--- config.mk ---
export PLATFORM = sky130hd
export DESIGN_NAME = dmem_store_buffer
export DESIGN_NICKNAME = d
export VERILOG_FILES = /design/src/rtl/dmem_pkg.sv /design/src/rtl/store_buffer_fifo.sv /design/src/rtl/dmem_store_buffer.sv
export SDC_FILE = /design/constraint.sdc
export NUM_CORES = 1
export LEC_CHECK = 0
export ABC_AREA = 0
export CORE_UTILIZATION = 25
export DETAILED_ROUTE_END_ITERATION = 8
export PLACE_DENSITY = 0.43
export SLEW_MARGIN = 5
export SYNTH_ARGS = -nofsm -noshare
export SYNTH_HDL_FRONTEND = slang
export SYNTH_SLANG_ARGS = --single-unit
--- constraint.sdc ---
create_clock -name clk -period 4.1 [get_ports clk]
set_clock_uncertainty 0.05 [all_clocks]
set_input_delay 0.82 -clock clk [delete_from_list [all_inputs] [get_ports clk]]
set_output_delay 0.82 -clock clk [all_outputs]
set_load 0.02 [all_outputs]
--- src/rtl/dmem_pkg.sv ---
// Shared types and default sizes for the data-memory store buffer.
// Pulled in by both the FIFO and the top-level controller.
package dmem_pkg;

    localparam int DEF_DEPTH  = 4;
    localparam int DEF_DATA_W = 32;
    localparam int DEF_ADDR_W = 32;

    typedef enum logic [2:0] {
        IDLE,
        DRAIN,
        RD_REQ,
        RD_WAIT,
        RD_DONE
    } dmem_state_e;

endpackage

--- src/rtl/store_buffer_fifo.sv ---
// Circular store queue of {word address, data} entries with a
// youngest-first associative search for load forwarding.
module store_buffer_fifo
    import dmem_pkg::*;
#(
    parameter int DEPTH  = DEF_DEPTH,
    parameter int DATA_W = DEF_DATA_W,
    parameter int WA     = DEF_ADDR_W - 2
) (
    input  logic                         clk,
    input  logic                         rst,
    input  logic                         push,
    input  logic [WA-1:0]                push_addr,
    input  logic [DATA_W-1:0]            push_data,
    input  logic                         pop,
    output logic [WA-1:0]                head_addr,
    output logic [DATA_W-1:0]            head_data,
    output logic [$clog2(DEPTH):0]       count,
    output logic                         full,
    output logic                         empty,
    input  logic [WA-1:0]                search_addr,
    output logic                         hit,
    output logic [DATA_W-1:0]            hit_data
);

    localparam int PW = $clog2(DEPTH);
    localparam int CW = PW + 1;

    logic [WA-1:0]     addr_mem [DEPTH];
    logic [DATA_W-1:0] data_mem [DEPTH];
    logic [PW-1:0]     head_reg;
    logic [PW-1:0]     tail_reg;
    logic [CW-1:0]     count_reg;

    always_ff @(posedge clk or negedge rst) begin
        if (!rst) begin
            head_reg  <= '0;
            tail_reg  <= '0;
            count_reg <= '0;
        end else begin
            if (push) tail_reg <= tail_reg + 1'b1;
            if (pop)  head_reg <= head_reg + 1'b1;
            case ({push, pop})
                2'b10:   count_reg <= count_reg + 1'b1;
                2'b01:   count_reg <= count_reg - 1'b1;
                default: ;
            endcase
        end
    end

    // Entry storage needs no reset: validity comes from head/count only.
    always_ff @(posedge clk) begin
        if (push) begin
            addr_mem[tail_reg] <= push_addr;
            data_mem[tail_reg] <= push_data;
        end
    end

    // Index gi is entry age (0 = oldest); a later match overrides an earlier one.
    logic [DEPTH-1:0] age_match;
    logic [PW-1:0]    age_slot [DEPTH];

    for (genvar gi = 0; gi < DEPTH; gi++) begin : g_age
        assign age_slot[gi]  = head_reg + PW'(gi);
        assign age_match[gi] = (CW'(gi) < count_reg) && (addr_mem[age_slot[gi]] == search_addr);
    end

    always_comb begin
        hit      = 1'b0;
        hit_data = '0;
        for (int i = 0; i < DEPTH; i++) begin
            if (age_match[i]) begin
                hit      = 1'b1;
                hit_data = data_mem[age_slot[i]];
            end
        end
    end

    assign head_addr = addr_mem[head_reg];
    assign head_data = data_mem[head_reg];
    assign count     = count_reg;
    assign full      = (count_reg == CW'(DEPTH));
    assign empty     = (count_reg == '0);

endmodule

--- src/rtl/dmem_store_buffer.sv ---
// Posted-store buffer between the MEM stage and a valid/ready data memory:
// stores queue up, loads forward from the queue or wait for drain + read.
module dmem_store_buffer
    import dmem_pkg::*;
#(
    parameter int DEPTH  = DEF_DEPTH,
    parameter int DATA_W = DEF_DATA_W,
    parameter int ADDR_W = DEF_ADDR_W
) (
    input  logic              clk,
    input  logic              rst,
    input  logic [ADDR_W-1:0] data_adr,
    input  logic [DATA_W-1:0] data_out,
    output logic [DATA_W-1:0] data_in,
    input  logic              mem_write_to_data_mem,
    input  logic              mem_read_to_data_mem,
    output logic              stall,
    output logic              mem_req,
    output logic              mem_we,
    output logic [ADDR_W-1:0] mem_addr,
    output logic [DATA_W-1:0] mem_wdata,
    input  logic              mem_ready,
    input  logic              mem_rvalid,
    input  logic [DATA_W-1:0] mem_rdata
);

    localparam int WA = ADDR_W - 2;
    localparam int CW = $clog2(DEPTH) + 1;

    dmem_state_e       state_reg, state_next;
    logic [DATA_W-1:0] rdata_reg;

    logic              is_store, is_load, push, pop, drain_req, last_pop;
    logic              full, empty, hit;
    logic [CW-1:0]     count;
    logic [WA-1:0]     head_addr;
    logic [DATA_W-1:0] head_data, hit_data;

    // A simultaneous read+write request is a store; the read is dropped.
    assign is_store  = mem_write_to_data_mem;
    assign is_load   = mem_read_to_data_mem && !mem_write_to_data_mem;
    assign push      = is_store && !full;
    assign drain_req = !empty && (state_reg == IDLE || state_reg == DRAIN);
    assign pop       = drain_req && mem_ready;
    assign last_pop  = pop && (count == CW'(1));

    store_buffer_fifo #(
        .DEPTH  (DEPTH),
        .DATA_W (DATA_W),
        .WA     (WA)
    ) u_fifo (
        .clk         (clk),
        .rst         (rst),
        .push        (push),
        .push_addr   (data_adr[ADDR_W-1:2]),
        .push_data   (data_out),
        .pop         (pop),
        .head_addr   (head_addr),
        .head_data   (head_data),
        .count       (count),
        .full        (full),
        .empty       (empty),
        .search_addr (data_adr[ADDR_W-1:2]),
        .hit         (hit),
        .hit_data    (hit_data)
    );

    always_ff @(posedge clk or negedge rst) begin
        if (!rst) begin
            state_reg <= IDLE;
            rdata_reg <= '0;
        end else begin
            state_reg <= state_next;
            if (state_reg == RD_WAIT && mem_rvalid) rdata_reg <= mem_rdata;
        end
    end

    // DRAIN also exits when already empty: the IDLE cycle may pop the last entry.
    always_comb begin
        state_next = state_reg;
        case (state_reg)
            IDLE:    if (is_load && !hit) state_next = empty ? RD_REQ : DRAIN;
            DRAIN:   if (empty || last_pop) state_next = RD_REQ;
            RD_REQ:  if (mem_ready) state_next = RD_WAIT;
            RD_WAIT: if (mem_rvalid) state_next = RD_DONE;
            RD_DONE: state_next = IDLE;
            default: state_next = IDLE;
        endcase
    end

    always_comb begin
        stall     = 1'b0;
        data_in   = '0;
        mem_req   = 1'b0;
        mem_we    = 1'b0;
        mem_addr  = '0;
        mem_wdata = '0;
        if (drain_req) begin
            mem_req   = 1'b1;
            mem_we    = 1'b1;
            mem_addr  = {head_addr, 2'b00};
            mem_wdata = head_data;
        end
        case (state_reg)
            IDLE: begin
                stall = (is_store && full) || (is_load && !hit);
                if (is_load && hit) data_in = hit_data;
            end
            DRAIN, RD_WAIT: stall = 1'b1;
            RD_REQ: begin
                stall    = 1'b1;
                mem_req  = 1'b1;
                mem_we   = 1'b0;
                mem_addr = data_adr;
            end
            RD_DONE: data_in = rdata_reg;
            default: ;
        endcase
    end

endmodule

==> impl_metrics.yaml <==
worst_setup_path:
  ff2ff_path_depth: 14
  path_cells: "buf_12 -> buf_4 -> mux2i_2 -> o22ai_1 -> a221oi_2 -> o2111ai_1 -> buf_4 -> or2_4 -> or2_4 -> buf_12 -> buf_12 -> mux2_4 -> mux2_4 -> o21ai_4 -> buf_6"
  worst-setup-path-type: "reg2out"
  arrival_ns: 4.25
  crit_path_end_kind: "output port"
  reg2reg_slack_ns: 0.55
  crit_slowest_cell: "dfrtp_4"
  worstPathMaxFanout: 7
  crit_path_start_kind: "flip-flop"
  cp_data_required_time_ns: 3.23
  rr_startpoint: "u_fifo.head_reg[1]"
  reg2reg_to: "state_reg[0]"
  cpPeakStageDelay_ns: 0.52
  cp_common_cell: "buf_12"
power:
  irDropWorstVdd_mv: 0.328
  power.total_mw: 19.4
  p_per_area_nw_per_um2: 696
  leakagePower_nw: 11.3
synthesis:
  synth-adder-area-share_pct: 0.586
  synth_seq_cells: 290
  yosys_warnings: 0
  yosys.area_share.simple_pct: 9.51
  synth-xor-area-share_pct: 5.28
  syn_nets: 1784
  synth_compound_area_share_pct: 10.5
  avgSynthCellArea_um2: 11.5
  synthCells: 1673
  synth_edf_count: 248
  synth_flop_cell: "edfxtp_1"
  synth_top_family_by_area: "multiplexers"
  yosysTopAreaCellShare_pct: 38.7
  yosysSeqAreaShare_pct: 44.2
  synth_area_leaders: "edfxtp_1 39%, mux2i_1 11%, mux2_2 6.2%"
  synthesis.area_um2: 19200
  postSynth.asyncResetShare_pct: 14.5
  synth.area.mux_share_pct: 25.4
  yosysTopAreaCell: "edfxtp_1"
  yosysUniqueCellTypes: 79
finish:
  layout.nets: 2307
  syn_to_final_growth_pct: 44.8
  drive_gt1_share_pct: 37.9
  stdcell_count: 3256
  largest_register_ffs: 128
  fin_util_pct: 36.6
  final_cell_area_um2: 27800
grt:
  antenna_found_initial: 6
  grt_use_met3_pct: 2.51
  met2_usage_pct: 31.6
  grt_max_degree: 82
  grtUsageMet1_pct: 26.4
  grt_pass1_wl_um: 111000
  grt_pass1_vias: 16300
  grt_usage_pct: 19.4
  overflow: 0
  grt-busiest-layer: "met2"
clock_tree:
  numCtsBuffers: 36
  clkTransAtPathRegs_ns: 0.06
  clockRootBuffer: "clkbuf_16"
  htreeDepth: 2
  clk_latency_ns: 0.57
  cts_max_path_buffers: 3
  cts_tree: "yes"
  clock_sinks: 290
run_status:
  status: "complete, but fails checks"
  violations: "negative setup slack"
floorplan:
  die_h_um: 279
  die_x_um: 279
  num_io_pins: 201
  core.rowCount: 101
  initial_core_util_pct: 25.3
  die_area_um2: 78000
  core-area_um2: 76100
drt:
  firstDrtPassIters: 5
  viasPerCell: 4.92
  wl_per_cell_um: 23.9
  antenna_left: 0
  drt_iter0_markers: 1216
  drc: 0
  drt_wl_total_um: 77800
  vias: 16000
sta:
  worst_pin_slew_ns: 1.00
  finalSetupViolations: 33
  slew_viol_final: 0
  max-slew-margin-rel_pct: 33.2
  tns_ns: -31.41
  fin_worst_hold_slack_ns: 0.287
  fin_crit_sh_pct: 125
  hold_viol: 0
  setup_ws_ns: -1.02
  timing.fmax_ghz: 0.195
  rsz0062_at_grt: "true"
  min_period_ns: 5.12
placed_design:
  placed_cells: 3124
  io_buffers: 200
  dpl.hpwl_um: 52500
  placed_cell_area_um2: 25100
  place_congestion: 0.878
  place_ws_ns: -1.34
min_path:
  hold_class: "in2async"
run:
  cap_violations: 0
[kinds of logic (layout without fill, tap and decap cells)]
| family | Yosys count | after routing |
|---|---|---|
| AND/OR/NAND/NOR | 379 | 379 |
| multiplexers | 405 | 405 |
| adder cells (fa/ha/maj) | 9 | 9 |
| other | 0 | 3 |
| AO/OA/AOI/OAI | 314 | 314 |
| flip-flops | 290 | 290 |
| buffers and inverters | 160 | 710 |
| XOR/XNOR | 116 | 116 |
[synthesized netlist by cell type (15+ instances only)]
library cell,number
nand2_1,195
xnor2_1,78
clkbuf_1,63
and2_1,34
buf_2,31
o21ai_1,40
dfrtp_1,42
edfxtp_1,248
mux4_2,42
inv_1,15
xor2_1,38
mux2_2,106
o21ai_0,127
nor3_1,16
mux2i_1,218
o211ai_1,33
nand4_1,21
nor3b_1,21
a22o_1,21
a21oi_1,20
buf_1,24
mux2_4,32
nor2_1,48
[cells in the final DEF, fill, tap and decap left out, types with 10 or more instances in the layout]
cell type / netlist / routed
nand2_1: 195 / 194
clkdlybuf4s50_1: 0 / 102
nor2_1: 48 / 44
and2_4: 0 / 10
o21ai_0: 127 / 88
o21ai_4: 0 / 26
nor3_1: 16 / 13
inv_1: 15 / 13
mux2_4: 32 / 51
xnor2_1: 78 / 68
mux2_2: 106 / 90
o22ai_1: 11 / 11
xor2_1: 38 / 37
dlymetal6s2s_1: 0 / 15
buf_12: 2 / 35
a21oi_1: 20 / 20
dfrtp_1: 42 / 40
xnor2_2: 0 / 10
dlygate4sd2_1: 0 / 40
clkbuf_16: 0 / 43
a22o_1: 21 / 21
nand4_1: 21 / 21
o211ai_1: 33 / 33
nor3b_1: 21 / 16
mux2i_1: 218 / 210
o21ai_2: 10 / 26
buf_4: 5 / 353
o21ai_1: 40 / 37
buf_6: 11 / 55
mux4_2: 42 / 42
edfxtp_1: 248 / 248
and2_1: 34 / 24
[worst max path at each step]
| stage | startpoint | endpoint | slack, ns | cells past startpoint |
|---|---|---|---|---|
| finish | u_fifo.head_reg[1] | data_in[4] | -1.02 | 15 |
| global route | u_fifo.head_reg[1] | data_in[4] | -1.11 | 15 |
| CTS | u_fifo.head_reg[0] | data_in[4] | -1.13 | 15 |
| detailed placement | data_adr[27] | data_in[9] | -1.34 | 12 |
| global placement | data_adr[27] | data_in[0] | -1.35 | 12 |
| floorplan | data_adr[27] | data_in[14] | -0.004 | 12 |
[layer usage]
metal / vias to the layer above / wire, µm
li1: 7319 / -
met1: 8115 / 35700
met2: 453 / 36100
met3: 114 / 3640
met4: 4 / 2360
met5: - / 22
[power breakdown]
part | leakage [nW] | switching, mW | total [mW] | internal (mW)
Sequential | 2.79 | 0.380 | 4.33 | 3.95
Combinational | 7.91 | 6.24 | 11.7 | 5.44
Clock | 0.602 | 1.33 | 3.37 | 2.04
[critical path: cells and delay by family (launching register included)]
family                 cells  cell delay (ns)
AO/OA/AOI/OAI              4             0.78
buffers and inverters      6             0.98
AND/OR/NAND/NOR            2             0.55
multiplexers               3             0.85
flip-flops                 1             0.52
[area by class of cell]
class	count	area (µm²)
Tap cell	1030	1290
Antenna cell	3	7.51
Clock inverter	14	180
Fill cell	7534	48200
Clock buffer	51	1050
Timing Repair Buffer	629	6060
Multi-Input combinational cell	1223	10700
Inverter	16	62.6
Sequential cell	290	8510
[timing repair]
| action | in CTS | in global routing |
|---|---|---|
| hold endpoints to repair | 0 | 0 |
| hold buffers | 0 | 0 |
| setup endpoints to repair | 96 | 57 |
| resized for setup | 292 | 163 |
| setup buffers | 33 | 20 |
| pin swaps | 18 | 33 |
| gates cloned | 9 | 5 |
Power figures use the tool's default switching activity.
